File: config.mk
export PLATFORM = sky130hd
export DESIGN_NAME = rvv_backend_rs_credit_flat
export DESIGN_NICKNAME = d
export VERILOG_FILES = /design/src/rtl/rvv_backend_rs_credit_pkg.sv /design/src/rtl/rvv_backend_rs_credit_if.sv /design/src/rtl/rvv_backend_popcnt.sv /design/src/rtl/rvv_backend_rs_credit.sv /design/src/flat_wrapper.sv
export SDC_FILE = /design/constraint.sdc
export NUM_CORES = 1
export LEC_CHECK = 0
export ABC_CLOCK_PERIOD_IN_PS = 5430
export BUFFER_PORTS_ARGS = -buffer_cell sky130_fd_sc_hd__clkbuf_2
export CORE_MARGIN = 3
export CORE_UTILIZATION = 30
export CTS_CLUSTER_DIAMETER = 50
export DETAILED_ROUTE_END_ITERATION = 16
export GPL_TIMING_DRIVEN = 0
export SLEW_MARGIN = 30
export SYNTH_ARGS = -nofsm -noshare
export SYNTH_HDL_FRONTEND = slang
export SYNTH_SLANG_ARGS = --single-unit
File: constraint.sdc
create_clock -name clk -period 5.43 [get_ports clk]
set_clock_uncertainty 0.2 [all_clocks]
set_input_delay 0.543 -clock clk [delete_from_list [all_inputs] [get_ports clk]]
set_output_delay 0.543 -clock clk [all_outputs]
set_load 0.02 [all_outputs]
File: src/rtl/rvv_backend_rs_credit_pkg.sv
// rtl/rvv_backend_rs_credit_pkg.sv - shared constants for the RS credit controllers
package rvv_backend_rs_credit_pkg;

  localparam int NUM_DP_UOP      = 2;
  localparam int ALU_RS_DEPTH    = 8;
  localparam int PMTRDT_RS_DEPTH = 8;
  localparam int MUL_RS_DEPTH    = 8;
  localparam int DIV_RS_DEPTH    = 8;
  localparam int LSU_RS_DEPTH    = 8;

  typedef logic [0:0] rs_credit_state_t;

  localparam rs_credit_state_t ST_RUN   = 1'b0;
  localparam rs_credit_state_t ST_FLUSH = 1'b1;

endpackage

File: src/rtl/rvv_backend_rs_credit_if.sv
// rtl/rvv_backend_rs_credit_if.sv - dispatch/RS bundle seen by one RS credit controller
interface rvv_backend_rs_credit_if #(
  parameter int NUM_DP  = 2,
  parameter int NUM_RET = 2,
  parameter int DEPTH   = 8,
  parameter int CNT_W   = $clog2(DEPTH + 1)
);

  logic [NUM_DP-1:0]  uop_req;
  logic [NUM_DP-1:0]  rs_valid;
  logic [NUM_DP-1:0]  rs_ready;
  logic [NUM_RET-1:0] pop_valid;
  logic               flush;
  logic [CNT_W-1:0]   credit_cnt;
  logic               rs_full;
  logic               rs_empty;
  logic               err_protocol;

  modport master (
    output uop_req, rs_valid, pop_valid, flush,
    input  rs_ready, credit_cnt, rs_full, rs_empty, err_protocol
  );

  modport slave (
    input  uop_req, rs_valid, pop_valid, flush,
    output rs_ready, credit_cnt, rs_full, rs_empty, err_protocol
  );

endinterface

File: src/rtl/rvv_backend_popcnt.sv
// rtl/rvv_backend_popcnt.sv - combinational population count with caller-chosen result width
module rvv_backend_popcnt #(
  parameter int W     = 2,
  parameter int OUT_W = $clog2(W + 1)
) (
  input  logic [W-1:0]     bits_i,
  output logic [OUT_W-1:0] cnt_o
);

  always_comb begin
    cnt_o = '0;
    for (int k = 0; k < W; k++) begin
      cnt_o = cnt_o + OUT_W'(bits_i[k]);
    end
  end

endmodule

File: src/rtl/rvv_backend_rs_credit.sv
// rtl/rvv_backend_rs_credit.sv - free-entry credit tracker and per-slot ready generator for one RS
module rvv_backend_rs_credit
  import rvv_backend_rs_credit_pkg::*;
#(
  parameter int NUM_DP  = NUM_DP_UOP,
  parameter int NUM_RET = 2,
  parameter int DEPTH   = ALU_RS_DEPTH
) (
  input logic                    clk,
  input logic                    rst,
  rvv_backend_rs_credit_if.slave rs_if
);

  localparam int CNT_W = $clog2(DEPTH + 1);
  localparam int CW1   = CNT_W + 1;

  rs_credit_state_t state_q, state_d;
  logic [CNT_W-1:0] credit_q, credit_d;
  logic             err_q, err_d;

  logic [CW1-1:0]    prefix [NUM_DP];
  logic [NUM_DP-1:0] ready;
  logic [NUM_DP-1:0] acc;
  logic [CW1-1:0]    push_cnt;
  logic [CW1-1:0]    pop_cnt;
  logic [CW1-1:0]    next_w;
  logic              overflow;
  logic              bad_push;

  // Slot i needs one free entry beyond every lower-numbered request this cycle.
  assign prefix[0] = '0;
  for (genvar i = 1; i < NUM_DP; i++) begin : g_prefix
    rvv_backend_popcnt #(.W(i), .OUT_W(CW1)) u_prefix (
      .bits_i (rs_if.uop_req[i-1:0]),
      .cnt_o  (prefix[i])
    );
  end

  always_comb begin
    ready = '0;
    for (int i = 0; i < NUM_DP; i++) begin
      ready[i] = (state_q == ST_RUN) && !rs_if.flush && rs_if.uop_req[i] &&
                 ({1'b0, credit_q} > prefix[i]);
    end
  end

  assign acc      = rs_if.rs_valid & ready;
  assign bad_push = |(rs_if.rs_valid & ~ready);

  rvv_backend_popcnt #(.W(NUM_DP), .OUT_W(CW1)) u_push_cnt (
    .bits_i (acc),
    .cnt_o  (push_cnt)
  );

  rvv_backend_popcnt #(.W(NUM_RET), .OUT_W(CW1)) u_pop_cnt (
    .bits_i (rs_if.pop_valid),
    .cnt_o  (pop_cnt)
  );

  // Accepted pushes never exceed credit_q, so only the return side can leave range.
  assign next_w   = {1'b0, credit_q} - push_cnt + pop_cnt;
  assign overflow = next_w > CW1'(DEPTH);

  always_comb begin
    state_d  = state_q;
    credit_d = credit_q;
    err_d    = err_q;
    case (state_q)
      ST_RUN: begin
        if (rs_if.flush) begin
          state_d  = ST_FLUSH;
          credit_d = CNT_W'(DEPTH);
        end else begin
          credit_d = overflow ? CNT_W'(DEPTH) : next_w[CNT_W-1:0];
          if (bad_push || overflow) begin
            err_d = 1'b1;
          end
        end
      end
      default: begin
        credit_d = CNT_W'(DEPTH);
        if (!rs_if.flush) begin
          state_d = ST_RUN;
        end
      end
    endcase
  end

  always_ff @(posedge clk) begin
    if (rst) begin
      state_q  <= ST_RUN;
      credit_q <= CNT_W'(DEPTH);
      err_q    <= 1'b0;
    end else begin
      state_q  <= state_d;
      credit_q <= credit_d;
      err_q    <= err_d;
    end
  end

  assign rs_if.rs_ready     = ready;
  assign rs_if.credit_cnt   = credit_q;
  assign rs_if.rs_full      = (credit_q == '0);
  assign rs_if.rs_empty     = (credit_q == CNT_W'(DEPTH));
  assign rs_if.err_protocol = err_q;

endmodule

File: src/flat_wrapper.sv
// flat-port wrapper written by rule: the top's interface ports become plain ports
module rvv_backend_rs_credit_flat import rvv_backend_rs_credit_pkg::*;
#(
  parameter int NUM_DP  = NUM_DP_UOP,
  parameter int NUM_RET = 2,
  parameter int DEPTH   = ALU_RS_DEPTH
)
  (clk, rst, rs_if_uop_req, rs_if_rs_valid, rs_if_pop_valid, rs_if_flush, rs_if_rs_ready, rs_if_credit_cnt, rs_if_rs_full, rs_if_rs_empty, rs_if_err_protocol);
  rvv_backend_rs_credit_if #(.NUM_DP(NUM_DP), .NUM_RET(NUM_RET), .DEPTH(DEPTH)) rs_if_i ();
  input logic clk;
  input logic rst;
  input wire logic [$bits(rs_if_i.uop_req)-1:0] rs_if_uop_req;
  input wire logic [$bits(rs_if_i.rs_valid)-1:0] rs_if_rs_valid;
  input wire logic [$bits(rs_if_i.pop_valid)-1:0] rs_if_pop_valid;
  input wire logic [$bits(rs_if_i.flush)-1:0] rs_if_flush;
  output wire logic [$bits(rs_if_i.rs_ready)-1:0] rs_if_rs_ready;
  output wire logic [$bits(rs_if_i.credit_cnt)-1:0] rs_if_credit_cnt;
  output wire logic [$bits(rs_if_i.rs_full)-1:0] rs_if_rs_full;
  output wire logic [$bits(rs_if_i.rs_empty)-1:0] rs_if_rs_empty;
  output wire logic [$bits(rs_if_i.err_protocol)-1:0] rs_if_err_protocol;
  assign rs_if_i.uop_req = rs_if_uop_req;
  assign rs_if_i.rs_valid = rs_if_rs_valid;
  assign rs_if_i.pop_valid = rs_if_pop_valid;
  assign rs_if_i.flush = rs_if_flush;
  assign rs_if_rs_ready = rs_if_i.rs_ready;
  assign rs_if_credit_cnt = rs_if_i.credit_cnt;
  assign rs_if_rs_full = rs_if_i.rs_full;
  assign rs_if_rs_empty = rs_if_i.rs_empty;
  assign rs_if_err_protocol = rs_if_i.err_protocol;
  rvv_backend_rs_credit #(.NUM_DP(NUM_DP), .NUM_RET(NUM_RET), .DEPTH(DEPTH)) u_core (.clk(clk), .rst(rst), .rs_if(rs_if_i));
endmodule
**Yosys cells after proc, flatten, opt, wreduce, memory -nomap -nowiden**

Index checks and enable logic that the tools add are counted.

- Register bits: 6
- Input bits: 9
- Word-level logic and storage cells: 28
- Output and inout bits: 9

- $add $sub $neg: 4
- Mux-type cells: 1
- Reduce and logical (&&, ||, !) cells: 11
- $lt $le $gt $ge: 3
- Eq/ne operators: 1
- Bitwise operators: 5

Operators with widths:

| kind | count |
|---|---|
| 5-bit by 2-bit adder with 5-bit output | 1 |
| 5-bit by 4-bit > comparator with 1-bit output, second input constant | 1 |
| 1-bit logical AND | 5 |
| 4-bit by 2-bit subtractor with 5-bit output | 1 |
| 1-bit by 1-bit adder with 2-bit output | 2 |
| 2-bit AND | 2 |
| 4-bit == test, second input constant | 1 |
| 4-bit by 1-bit > comparator with 1-bit output | 1 |
| 4-bit by 1-bit > comparator with 1-bit output, second input constant | 1 |
| 4-bit logical NOT | 1 |
| 4-bit OR reduction | 1 |
| 3-bit AND reduction | 1 |
| 1-bit inverter | 2 |
| 2-bit inverter | 1 |
| 2-bit OR reduction | 1 |
| 1-bit logical NOT | 1 |
| 1-bit logical OR | 1 |
| 1-bit two-way mux | 1 |

**Longest topological paths before layout**

Gate-level depths: netlist (run 1).

- Depth after elaboration: 11
- Mapped depth: 16
- Gate-level depth less buffers: 16

**Modules after synthesis**

From an unflattened synthesis (run 1), not the netlist that was laid out.

- Cell total of the unflattened synthesis: 92
- Area total of the unflattened synthesis: 768.2 um^2

By module, submodules not included:

| module | cells each | area each (um^2) | instances | sequential area each (um^2) |
|---|---|---|---|---|
| rvv_backend_rs_credit | 76 | 649.4 | 1 | 120.1 |
| rvv_backend_popcnt at u_core.u_pop_cnt ... | 5 | 38.8 | 2 | 0.0 |
| rvv_backend_popcnt at u_core.g_prefix[1].u_prefix | 6 | 41.3 | 1 | 0.0 |

**Worst setup path after synthesis (run 1)**

Ideal clock, no wire load.

- Path type: register to register
- Start: register u_core.credit_q[2] (netlist: u_core.rs_if.credit_cnt[2])
- End: register u_core.err_q (netlist: u_core.rs_if.err_protocol)
- Buffers on the path: 0
- Setup time: 130 ps
- Cell stages (with the launch flop): 16
- Slack: 1323 ps
- Arrival time: 3777 ps
- Clock period less this slack: 4107 ps
- Required time: 5100 ps
- Path through: dfxtp_1 > inv_1 > ha_1 > or3b_1 > and3_1 > and2_1 > fa_1 > ha_1 > inv_1 > ha_1 > inv_1 > fa_1 > or3b_1 > a32o_1 > a2111oi_2 > o22ai_1

- Longest elaborated chain between the ends: 9
- Elaborated cells on any way between the ends: 14
- Those cells by class: add/sub: 3; order compare: 3; bitwise: 3; reduce/logical: 5

RTL lines:

| item | RTL line | text |
|---|---|---|
| from (decl) | rvv_backend_rs_credit.sv:18 | `logic [CNT_W-1:0] credit_q, credit_d;` |
| from (signal assigned) | rvv_backend_rs_credit.sv:92 | `credit_q <= CNT_W'(DEPTH);` |
| from (signal assigned) | rvv_backend_rs_credit.sv:96 | `credit_q <= credit_d;` |
| 4-bit by 1-bit > comparator with 1-bit output * | rvv_backend_rs_credit.sv:43 | `({1'b0, credit_q} > prefix[i]);` |
| 1-bit logical AND * | rvv_backend_rs_credit.sv:42 | `ready[i] = (state_q == ST_RUN) && !rs_if.flush && rs_if.uop_req[i] &&` |
| named net rs_if_rs_ready[0] | flat_wrapper.sv:16 | `output wire logic [$bits(rs_if_i.rs_ready)-1:0] rs_if_rs_ready;` |
| 2-bit AND | rvv_backend_rs_credit.sv:47 | `assign acc = rs_if.rs_valid & ready;` |
| 1-bit by 1-bit adder with 2-bit output | rvv_backend_popcnt.sv:13 | `cnt_o = cnt_o + OUT_W'(bits_i[k]);` |
| 4-bit by 2-bit subtractor with 5-bit output | rvv_backend_rs_credit.sv:61 | `assign next_w = {1'b0, credit_q} - push_cnt + pop_cnt;` |
| 5-bit by 2-bit adder with 5-bit output | rvv_backend_rs_credit.sv:61 |  |
| 5-bit by 4-bit > comparator with 1-bit output | rvv_backend_rs_credit.sv:62 | `assign overflow = next_w > CW1'(DEPTH);` |
| 1-bit logical OR * | rvv_backend_rs_credit.sv:75 | `if (bad_push \|\| overflow) begin` |
| 3-bit AND reduction (no line) * | -- |  |
| to (signal assigned) | rvv_backend_rs_credit.sv:97 | `err_q <= err_d;` |
| to (decl) | rvv_backend_rs_credit.sv:19 | `logic err_q, err_d;` |

Mark *: on every way through the listed nets, which the timed path passes. The rest lies on a longest branch.
A chain may end at the register's enable or synchronous reset.

**Worst setup path after layout (run 1)**

- Start: register u_core.credit_q[2] (netlist: u_core.rs_if.credit_cnt[2])
- End: register u_core.err_q (netlist: u_core.rs_if.err_protocol)

- Longest elaborated chain between the ends: 9
- Elaborated cells on any way between the ends: 14
- Those cells by class: add/sub: 3; order compare: 3; bitwise: 3; reduce/logical: 5

RTL lines:

| item | RTL line |
|---|---|
| 4-bit by 1-bit > comparator with 1-bit output | rvv_backend_rs_credit.sv:43 |
| 1-bit logical AND | rvv_backend_rs_credit.sv:42 |
| 2-bit AND | rvv_backend_rs_credit.sv:47 |
| 1-bit by 1-bit adder with 2-bit output | rvv_backend_popcnt.sv:13 |
| 4-bit by 2-bit subtractor with 5-bit output | rvv_backend_rs_credit.sv:61 |
| 5-bit by 2-bit adder with 5-bit output | rvv_backend_rs_credit.sv:61 |
| 5-bit by 4-bit > comparator with 1-bit output | rvv_backend_rs_credit.sv:62 |
| 1-bit logical OR * | rvv_backend_rs_credit.sv:75 |
| 3-bit AND reduction (no line) * | -- |

Every way passes the cells marked *; elsewhere a longest branch is shown, timed or not.

==> results.cfg, run 1 <==
[drt]
drt-vias-per-instance = 4.58
vias = 412
antenna_left = 0
first_pass_iters = 1
wl_um = 960
drc = 0
wl_per_cell_um = 10.7
first_iter_violations = 0

[floorplanning]
io_pins = 18
die_area_mm2 = 0.00218
die_y_um = 46.7
start_util_pct = 32.6
core_area_mm2 = 0.00152
fp-row-count = 14
chipWidth_um = 46.7

[logic_synthesis]
yosys.area.top_type_share_pct = 24.2
synth_nets = 73
synth_common_cells = 13 x inv_1, 7 x ha_1, 6 x dfxtp_1
synth_edf_count = 0
synth-seq-cells = 6
yosys-top-cells-area = dfxtp_1 24%, ha_1 18%, fa_1 12%
synth.mux.area_fraction_pct = 0
synth_xor_area_share_pct = 1.76
synth_adder_area_share_pct = 29.7
ys.flop_type = dfxtp_1
ys_types = 22
ys_seq_area_share_pct = 24.2
yosys.area.top_type = dfxtp_1
synth-compound-area-share_pct = 11.8
yosys.area_share.simple_pct = 22.7
syn_inst = 54
ys.warnings.count = 0
syn-cell-area_um2 = 497
synthArstFlopShare_pct = 0
synth_top_family_by_area = adder cells
synth_most_common_cell = inv_1
avgSynthCellArea_um2 = 9.20

[final_layout]
n_antenna_cell = 0
drive_gt1_share_pct = 31.1
nFillCells = 158
nets = 95
area_delta_synth_final_pct = 25.7

[global_route]
track_usage_pct = 10.4
grt_max_degree = 6
grt_pass1_vias = 378
grt_first_pass_wirelength_mm = 1.48
gr-total-overflow = 0
antenna_found_initial = 0

[clock_tree]
cts-root-buf = clkbuf_4
numCtsBuffers = 3
cts_resized = 0
cts_tree = yes
clock_path_buffers = 2
cts_sinks = 6
cts_hold_buf = 0
clk_pin_slew_ns = 0.04
clk_latency_ns = 0.24
postCtsSetupBuffers = 0
htreeDepth = 1

[timing]
finalSetupViolations = 0
max_slew.worst_pin.slew_ns = 0.309
hold_viol_final = 0
setup_tns_ns = 0
final.min_clock_period_ns = 4.16
min_period_over_period_pct = 76.7
whs_ns = 0.268
grt_setup_unrepaired = no
drv_slew = 0
fmax_mhz = 240
setup_slack_ns = 1.27
relSlewSlack_pct = 79.4

[worst_setup_path]
path_class = reg2reg
required_ns = 5.35
startpoint_type = register
arrival_ns = 4.08
path_cells = inv_1, ha_1, or3b_1, and3_1, and2_1, fa_1, ha_1, inv_1, ha_1, inv_1, fa_1, or3b_1, a32o_1, a2111oi_2, o22ai_1
max_stage_delay_ns = 0.51
cp_max_fo = 4
path_buf_inv = 3
slowest_stage = fa_1
critical_path.top_delay_family = adder cells
critPathCaptureType = register

[place]
gp_congestion = 0.736
dp_hpwl_um = 865
post-place-ws_ns = 1.17
io_buffers = 17

[status]
status = completed

[flow_run]
drv_cap = 0

[worst_hold_path]
min_path_type = reg2reg

[power_and_ir_drop]
max-vdd-ir-drop_mv = 0.128
power.density_mw_per_mm2 = 202
p_leak_nw = 0.340
## cell type report
type                    count  area, µm²  share of cell area, %
flip-flops and latches      6        120                   19.2
well taps                  16       20.0                   3.21
clock buffers               3       22.5                   3.61
repair buffers             17       85.1                   13.6
inverters                  13       48.8                   7.82
multi-input cells          35        328                   52.5
## routing by layer
layer	vias up	wire, µm	track usage (%)
met5	-	0	0
met4	0	9	3.31
met3	2	110	7.42
met2	15	408	14.6
met1	175	432	12.5
li1	220	-	-
## state kept, by name, indices dropped and copies added (netlist names)
signal                     flops
u_core.rs_if.err_protocol      1
u_core.rs_if.credit_cnt        4
u_core.state_q                 1
## placed cells by master, fill, tap and decap left out
cell type,n
a32o_1,1
inv_1,13
o211ai_1,1
or3b_1,2
a31oi_1,1
or3_2,1
a211o_1,1
clkbuf_4,3
nor2b_1,1
fa_1,3
and2_1,4
a21oi_1,1
nor3_2,1
and3_1,2
ha_1,7
or2b_1,1
clkbuf_2,17
nor2_1,2
dfxtp_1,6
nand2b_1,2
a2111oi_2,1
xor2_1,1
nor4_1,1
o22ai_1,1
## power breakdown
group | total, W | internal, W | switching, W
Clock | 0.0000407 | 0.0000250 | 0.0000158
Sequential | 0.0000482 | 0.0000465 | 0.00000165
Combinational | 0.0000369 | 0.0000167 | 0.0000203
Total | 0.000126 | 0.0000882 | 0.0000377
## cell families after synthesis
group / Yosys count
AND/OR/NAND/NOR: 17
buffers and inverters: 13
adder cells (fa/ha/maj): 10
AO/OA/AOI/OAI: 7
flip-flops: 6
XOR/XNOR: 1
## final timing paths
| check | from | end | slack, ns | cells after the start |
|---|---|---|---|---|
| worst max-delay path | u_core.rs_if.credit_cnt[2]$_SDFF_PP0_ | u_core.rs_if.err_protocol$_SDFFE_PP0P_ | 1.27 | 15 |
| worst min-delay path | u_core.rs_if.err_protocol$_SDFFE_PP0P_ | u_core.rs_if.err_protocol$_SDFFE_PP0P_ | 0.27 | 2 |
| worst max register to register | u_core.rs_if.credit_cnt[2]$_SDFF_PP0_ | u_core.rs_if.err_protocol$_SDFFE_PP0P_ | 1.27 | 15 |
| worst min register to register | u_core.rs_if.err_protocol$_SDFFE_PP0P_ | u_core.rs_if.err_protocol$_SDFFE_PP0P_ | 0.27 | 2 |
## worst min-delay path, cell delays in order (launching register included)
cell	delay, ns
dfxtp_1	0.30
inv_1	0.04
o22ai_1	0.07
## through the flow
stage / utilization (%) / std cells / total power [W] / cell area (µm²)
detailed placement: 39.5 / 87 / 0.0000867 / 602
finish: 41.0 / 90 / 0.000126 / 624
CTS: 41.0 / 90 / 0.000129 / 624
global placement: 39.5 / 87 / 0.0000860 / 602
floorplan: - / 54 / 0.0000747 / 497
global route: 41.0 / 90 / 0.000136 / 624
(Power assumes the default switching activity.)
==> inputs of run 2 (changes only) <==
Settings changed: ABC_AREA from default to 1, ABC_CLOCK_PERIOD_IN_PS 5430 to 3550.
Clock period 5.43 ns to 3.55 ns, I/O delays scaled along.
==> results.cfg, run 2 <==
[final_layout]
regArea_um2 = 125
largest_reg_flops = 4
final_cell_area_um2 = 699
n_antenna_cell = 0
final_cell_mix = 20 x inv_1, 19 x nand2_1, 17 x clkbuf_2, 7 x nor2_1, 7 x ha_1
multi_input_area_um2 = 332
fin_util_pct = 43.4
drive_gt1_share_pct = 35.3
final_common_cell = inv_1
nets = 123
finalNonFillerCells = 126
area_delta_synth_final_pct = 26.2
nFillCells = 184

[clock_tree]
clk_pin_slew_ns = 0.04
numCtsBuffers = 3
htreeDepth = 1
clk_latency_ns = 0.24
cts-root-buf = clkbuf_4
postCtsSetupBuffers = 0
clock_path_buffers = 2
cts_sinks = 6
cts_tree = yes

[status]
status = completed

[worst_hold_path]
min_delay_path_depth = 2
min_path_type = in2reg

[global_route]
track_usage_pct = 9.67
grt_pass1_vias = 461
antenna_found_initial = 0
grt_max_degree = 5
grt_first_pass_wirelength_mm = 1.79
gr-total-overflow = 0

[logic_synthesis]
synthArstFlopShare_pct = 0
ys.warnings.count = 0
synth_nets = 101
yosys-top-cells-area = dfxtp_1 22%, ha_1 16%, inv_1 15%
synth-seq-cells = 6
yosys.area.top_type_share_pct = 21.7
avgSynthCellArea_um2 = 6.76
ys_seq_area_share_pct = 21.7
synth_common_cells = 22 x inv_1, 19 x nand2_1, 8 x nor2_1
syn-cell-area_um2 = 554
synth_most_common_cell = inv_1
synth_edf_count = 0
syn_inst = 82
ys.flop_type = dfxtp_1
ys_types = 15
yosys.area.top_type = dfxtp_1

[worst_setup_path]
worstSetupEndpoint = u_core.rs_if.credit_cnt[2]$_SDFF_PP0_
startpoint = u_core.rs_if.credit_cnt[0]$_SDFF_PP0_
r2r-end = u_core.rs_if.credit_cnt[2]$_SDFF_PP0_
cp_max_fo = 3
path_cells = inv_2, ha_1, inv_1, nand2_1, nand2_1, nand2_1, nor2_1, fa_1, inv_1, fa_1, ha_1, inv_1, fa_1, nand3_1, nand2_1, nand2_2, nor2_4, inv_2, nor2_2
required_ns = 3.49
r2r_slack_ns = 0.17
ff2ff_path_depth = 19
r2r-start = u_core.rs_if.credit_cnt[0]$_SDFF_PP0_
crit_cells = 19
path_buf_inv = 5
max_stage_delay_ns = 0.50
startpoint_type = register
critPathCaptureType = register
worst_path_most_repeated_cell = nand2_1
critical_path.top_delay_family = adder cells
slowest_stage = fa_1
path_class = reg2reg
arrival_ns = 3.31

[timing]
setup_tns_ns = 0
finalSetupViolations = 0
drv_slew = 0
max_slew.worst_pin.slew_ns = 0.177
min_period_over_period_pct = 95.2
fmax_mhz = 296
relSlewSlack_pct = 88.2
hold_viol_final = 0
final.min_clock_period_ns = 3.38
whs_ns = 0.0867
grt_setup_unrepaired = no

[power_and_ir_drop]
p_int_w = 0.000133
p_leak_nw = 0.436
clockPowerShare_pct = 31.0
power.density_mw_per_mm2 = 287
p_comb_share_pct = 32.2
switching_share_pct = 33.7
max-vdd-ir-drop_mv = 0.133
p_sw_w = 0.0000676
p_seq_share_pct = 36.8

[place]
dp.cells = 123
dp_hpwl_um = 992
place_area_um2 = 669
io_buffers = 17
gp_congestion = 0.697

[drt]
first_iter_violations = 4
antenna_left = 0
wl_mm = 1.15
wl_per_cell_um = 9.10
first_pass_iters = 4
vias = 520
drc = 0
drt-vias-per-instance = 4.13

[floorplanning]
die_area_mm2 = 0.00240
die_y_um = 49.0
start_util_pct = 34.4
chipWidth_um = 49.0
fp-row-count = 14
io_pins = 18
core_area_mm2 = 0.00161

[flow_run]
drv_cap = 0
## run 2: cell types whose count changed in the layout (fill, tap and decap cells not counted), sizes merged, moves of 2 or more
cell    before  now
and2         4    0
nand2        0   22
nor2         2   12
nand2b       2    0
or3b         2    0
clkinv       0    2
and3         2    0
inv         13   26
nand3        0    2
## run 2: metal layers
layer / wire length, µm / track usage, %
met1: 472 / 10.2
met2: 584 / 16.7
met3: 64 / 2.14
met4: 24 / 7.11
met5: 0 / 0
## run 2: through the flow
stage	total power [W]	setup WS, ns
2_1_floorplan	0.000121	0.204
3_5_place_dp	0.000140	0.0976
3_3_place_gp	0.000137	0.158
5_1_grt	0.000213	0.00364
4_1_cts	0.000204	0.0719
6_report	0.000200	0.171
## run 2: layout make-up
cell class | instances | share of cell area [%]
Timing Repair Buffer | 17 | 12.2
Clock buffer | 3 | 3.22
Sequential cell | 6 | 17.9
Inverter | 28 | 15.0
Tap cell | 24 | 4.29
Multi-Input combinational cell | 48 | 47.4
## run 2: worst min path at each step
stage | from | to | slack [ns]
3_5_place_dp | u_core.rs_if.err_protocol$_SDFFE_PP0P_ | u_core.rs_if.err_protocol$_SDFFE_PP0P_ | 0.25
2_1_floorplan | rst | u_core.state_q$_SDFF_PP0_ | 0.23
4_1_cts | rst | u_core.state_q$_SDFF_PP0_ | 0.08
3_3_place_gp | u_core.rs_if.err_protocol$_SDFFE_PP0P_ | u_core.rs_if.err_protocol$_SDFFE_PP0P_ | 0.24
5_1_grt | rst | u_core.state_q$_SDFF_PP0_ | 0.1
6_report | rst | u_core.state_q$_SDFF_PP0_ | 0.09
## run 2: power groups by stage
stage          Combinational [W]  Sequential (W)  Clock [W]
6_report               0.0000646       0.0000738  0.0000621
3_5_place_dp           0.0000650       0.0000751          0
2_1_floorplan          0.0000429       0.0000782          0
5_1_grt                0.0000726       0.0000741  0.0000667
3_3_place_gp           0.0000626       0.0000748          0
4_1_cts                0.0000656       0.0000738  0.0000648
## run 2: timing repair
item / in CTS / in global routing
gates resized for setup: 0 / 6
setup endpoints to repair: 0 / 4
hold endpoints to repair: 0 / 0
hold buffers: 0 / 0
## run 2: kinds of logic (layout without fill, tap and decap cells)
kind of cell / count (synthesis) / after routing / share of synthesized area (%)
compound gates: 1 / 1 / 1.35
xor+xnor: 1 / 1 / 1.58
fa+ha+maj: 10 / 10 / 26.6
buf+inv: 28 / 48 / 19.0
flops: 6 / 6 / 21.7
simple gates: 36 / 36 / 29.8
## run 2: worst register-to-register path, delay by kind of cell, from the launching register on
kind	cells	cell delay [ns]
DFF	1	0.36
buffers and inverters	5	0.28
and+or+nand+nor	9	0.65
adders and majority gates	5	1.78
==> inputs of run 3 (changes only) <==
Settings changed: ABC_CLOCK_PERIOD_IN_PS 3550 to 2700, CORE_AREA from default to 3 3 40 42, CORE_MARGIN 3 to default, CORE_UTILIZATION 30 to default, DIE_AREA from default to 0 0 43 45, PLACE_DENSITY from default to 0.7.
Clock period 3.55 ns to 2.7 ns, I/O delays scaled along.
==> results.cfg, run 3 (synthesized netlist as in run 2, its figures left out) <==
[drt]
drc = 0
wl_per_cell_um = 11.4
antenna_left = 0
first_iter_violations = 6
drt-vias-per-instance = 4.29
first_pass_iters = 2
vias = 583
wl_mm = 1.55

[worst_setup_path]
worst_path_most_repeated_cell = inv_2
critical_path.top_delay_family = adder cells
cp_max_fo = 4
max_stage_delay_ns = 0.51
critPathCaptureType = register
slowest_stage = fa_1
path_cells = inv_4, ha_4, inv_2, nor2_4, nand2_2, nand2_2, nor2_2, fa_1, inv_2, fa_2, ha_4, inv_2, fa_1, nand3_1, nand2_1, nand2_2, nor2_4, inv_2, nor2_2
path_class = reg2reg
required_ns = 2.63
path_buf_inv = 5
arrival_ns = 3.18
startpoint_type = register

[floorplanning]
die_y_um = 45
fp-row-count = 13
start_util_pct = 43.1
die_area_mm2 = 0.00194
chipWidth_um = 43
io_pins = 18
core_area_mm2 = 0.00128

[timing]
finalSetupViolations = 5
relSlewSlack_pct = 85.7
whs_ns = 0.0241
max_slew.worst_pin.slew_ns = 0.213
final.min_clock_period_ns = 3.24
hold_viol_final = 0
drv_slew = 0
fmax_mhz = 308
setup_slack_ns = -0.543
min_period_over_period_pct = 120
grt_setup_unrepaired = yes

[final_layout]
n_antenna_cell = 0
fin_util_pct = 73.4
nets = 141
area_delta_synth_final_pct = 70.2
largest_reg_flops = 4
final_cell_mix = 16 x clkbuf_2, 14 x inv_1, 14 x nand2_1, 11 x buf_4, 10 x inv_2
drive_gt1_share_pct = 58.7
final_common_cell = clkbuf_2

[clock_tree]
numCtsBuffers = 3
clk_latency_ns = 0.25
clock_path_buffers = 2
htreeDepth = 1
cts_sinks = 6
clk_pin_slew_ns = 0.05
cts-root-buf = clkbuf_4
cts_tree = yes

[place]
io_buffers = 17
gp_congestion = 0.723
dp_hpwl_um = 881

[global_route]
track_usage_pct = 16.8
grt_first_pass_wirelength_mm = 2.36
antenna_found_initial = 0
grt_pass1_vias = 593
gr-total-overflow = 0
grt_max_degree = 5

[flow_run]
drv_cap = 0

[power_and_ir_drop]
max-vdd-ir-drop_mv = 0.206
power.density_mw_per_mm2 = 320
p_leak_nw = 0.524

[status]
status = finished, violations left
violations = setup timing

[worst_hold_path]
min_path_type = in2reg
-- run 3: cell count changes in the layout (fill, tap and decap cells not counted), moves of 3 or more --
| cell | previous run | this run |
|---|---|---|
| inv_1 | 20 | 14 |
| buf_6 | 0 | 6 |
| inv_2 | 6 | 10 |
| nand2_2 | 2 | 6 |
| ha_4 | 0 | 3 |
| nand2_1 | 19 | 14 |
| ha_1 | 7 | 4 |
| buf_4 | 0 | 11 |
-- run 3: power by group --
part | switching [W] | internal, W | leakage [nW] | total, W
Sequential | 0.00000378 | 0.0000923 | 0.0501 | 0.0000960
Clock | 0.0000345 | 0.0000561 | 0.0150 | 0.0000906
Combinational | 0.0000665 | 0.0000485 | 0.459 | 0.000115
Total | 0.000105 | 0.000197 | 0.524 | 0.000302
-- run 3: through the flow --
stage	instance area, µm²	setup TNS (ns)	worst slack, ns	instances	total power [W]
6_report	943	-2.51	-0.543	136	0.000302
5_1_grt	943	-3.46	-0.727	136	0.000327
4_1_cts	885	-2.59	-0.479	136	0.000296
3_5_place_dp	674	-2.84	-0.590	114	0.000185
3_3_place_gp	674	-2.62	-0.544	114	0.000182
2_1_floorplan	571	-2.11	-0.437	82	0.000160
-- run 3: what timing repair did --
item	4_1_cts	5_1_grt
setup buffers	17	10
pin swaps	4	16
endpoints found under the hold margin	1	0
resized for setup	13	19
hold buffers	1	0
endpoints found under the setup margin	5	6
-- run 3: final cells by class --
type                    count  area (µm²)
flip-flops and latches      6         129
inverters                  28         110
clock buffers               4        26.3
repair buffers             35         255
multi-input cells          48         404
fillers                    96         342
well taps                  15        18.8
-- run 3: final timing paths --
| kind | from | endpoint | slack, ns | cells past startpoint |
|---|---|---|---|---|
| hold reg to reg | u_core.rs_if.err_protocol$_SDFFE_PP0P_ | u_core.rs_if.err_protocol$_SDFFE_PP0P_ | 0.26 | 2 |
| setup / recovery | u_core.rs_if.credit_cnt[2]$_SDFF_PP0_ | u_core.rs_if.credit_cnt[1]$_SDFF_PP0_ | -0.54 | 19 |
| setup reg to reg | u_core.rs_if.credit_cnt[2]$_SDFF_PP0_ | u_core.rs_if.credit_cnt[1]$_SDFF_PP0_ | -0.54 | 19 |
| hold / removal | rs_if_flush | u_core.state_q$_SDFF_PP0_ | 0.02 | 3 |
-- run 3: routing by layer --
layer | global-route usage, % | up-vias | share of wire [%]
met3 | 1.59 | 2 | 1.5
met5 | 0 | - | 0
met4 | 15.7 | 0 | 1.1
met1 | 17.4 | 268 | 43
li1 | - | 306 | -
met2 | 29.9 | 7 | 54
-- run 3: worst min-delay path: stages --
cell and delay [ns]:
clkbuf_2 0.09, inv_2 0.04, nor2_1 0.03
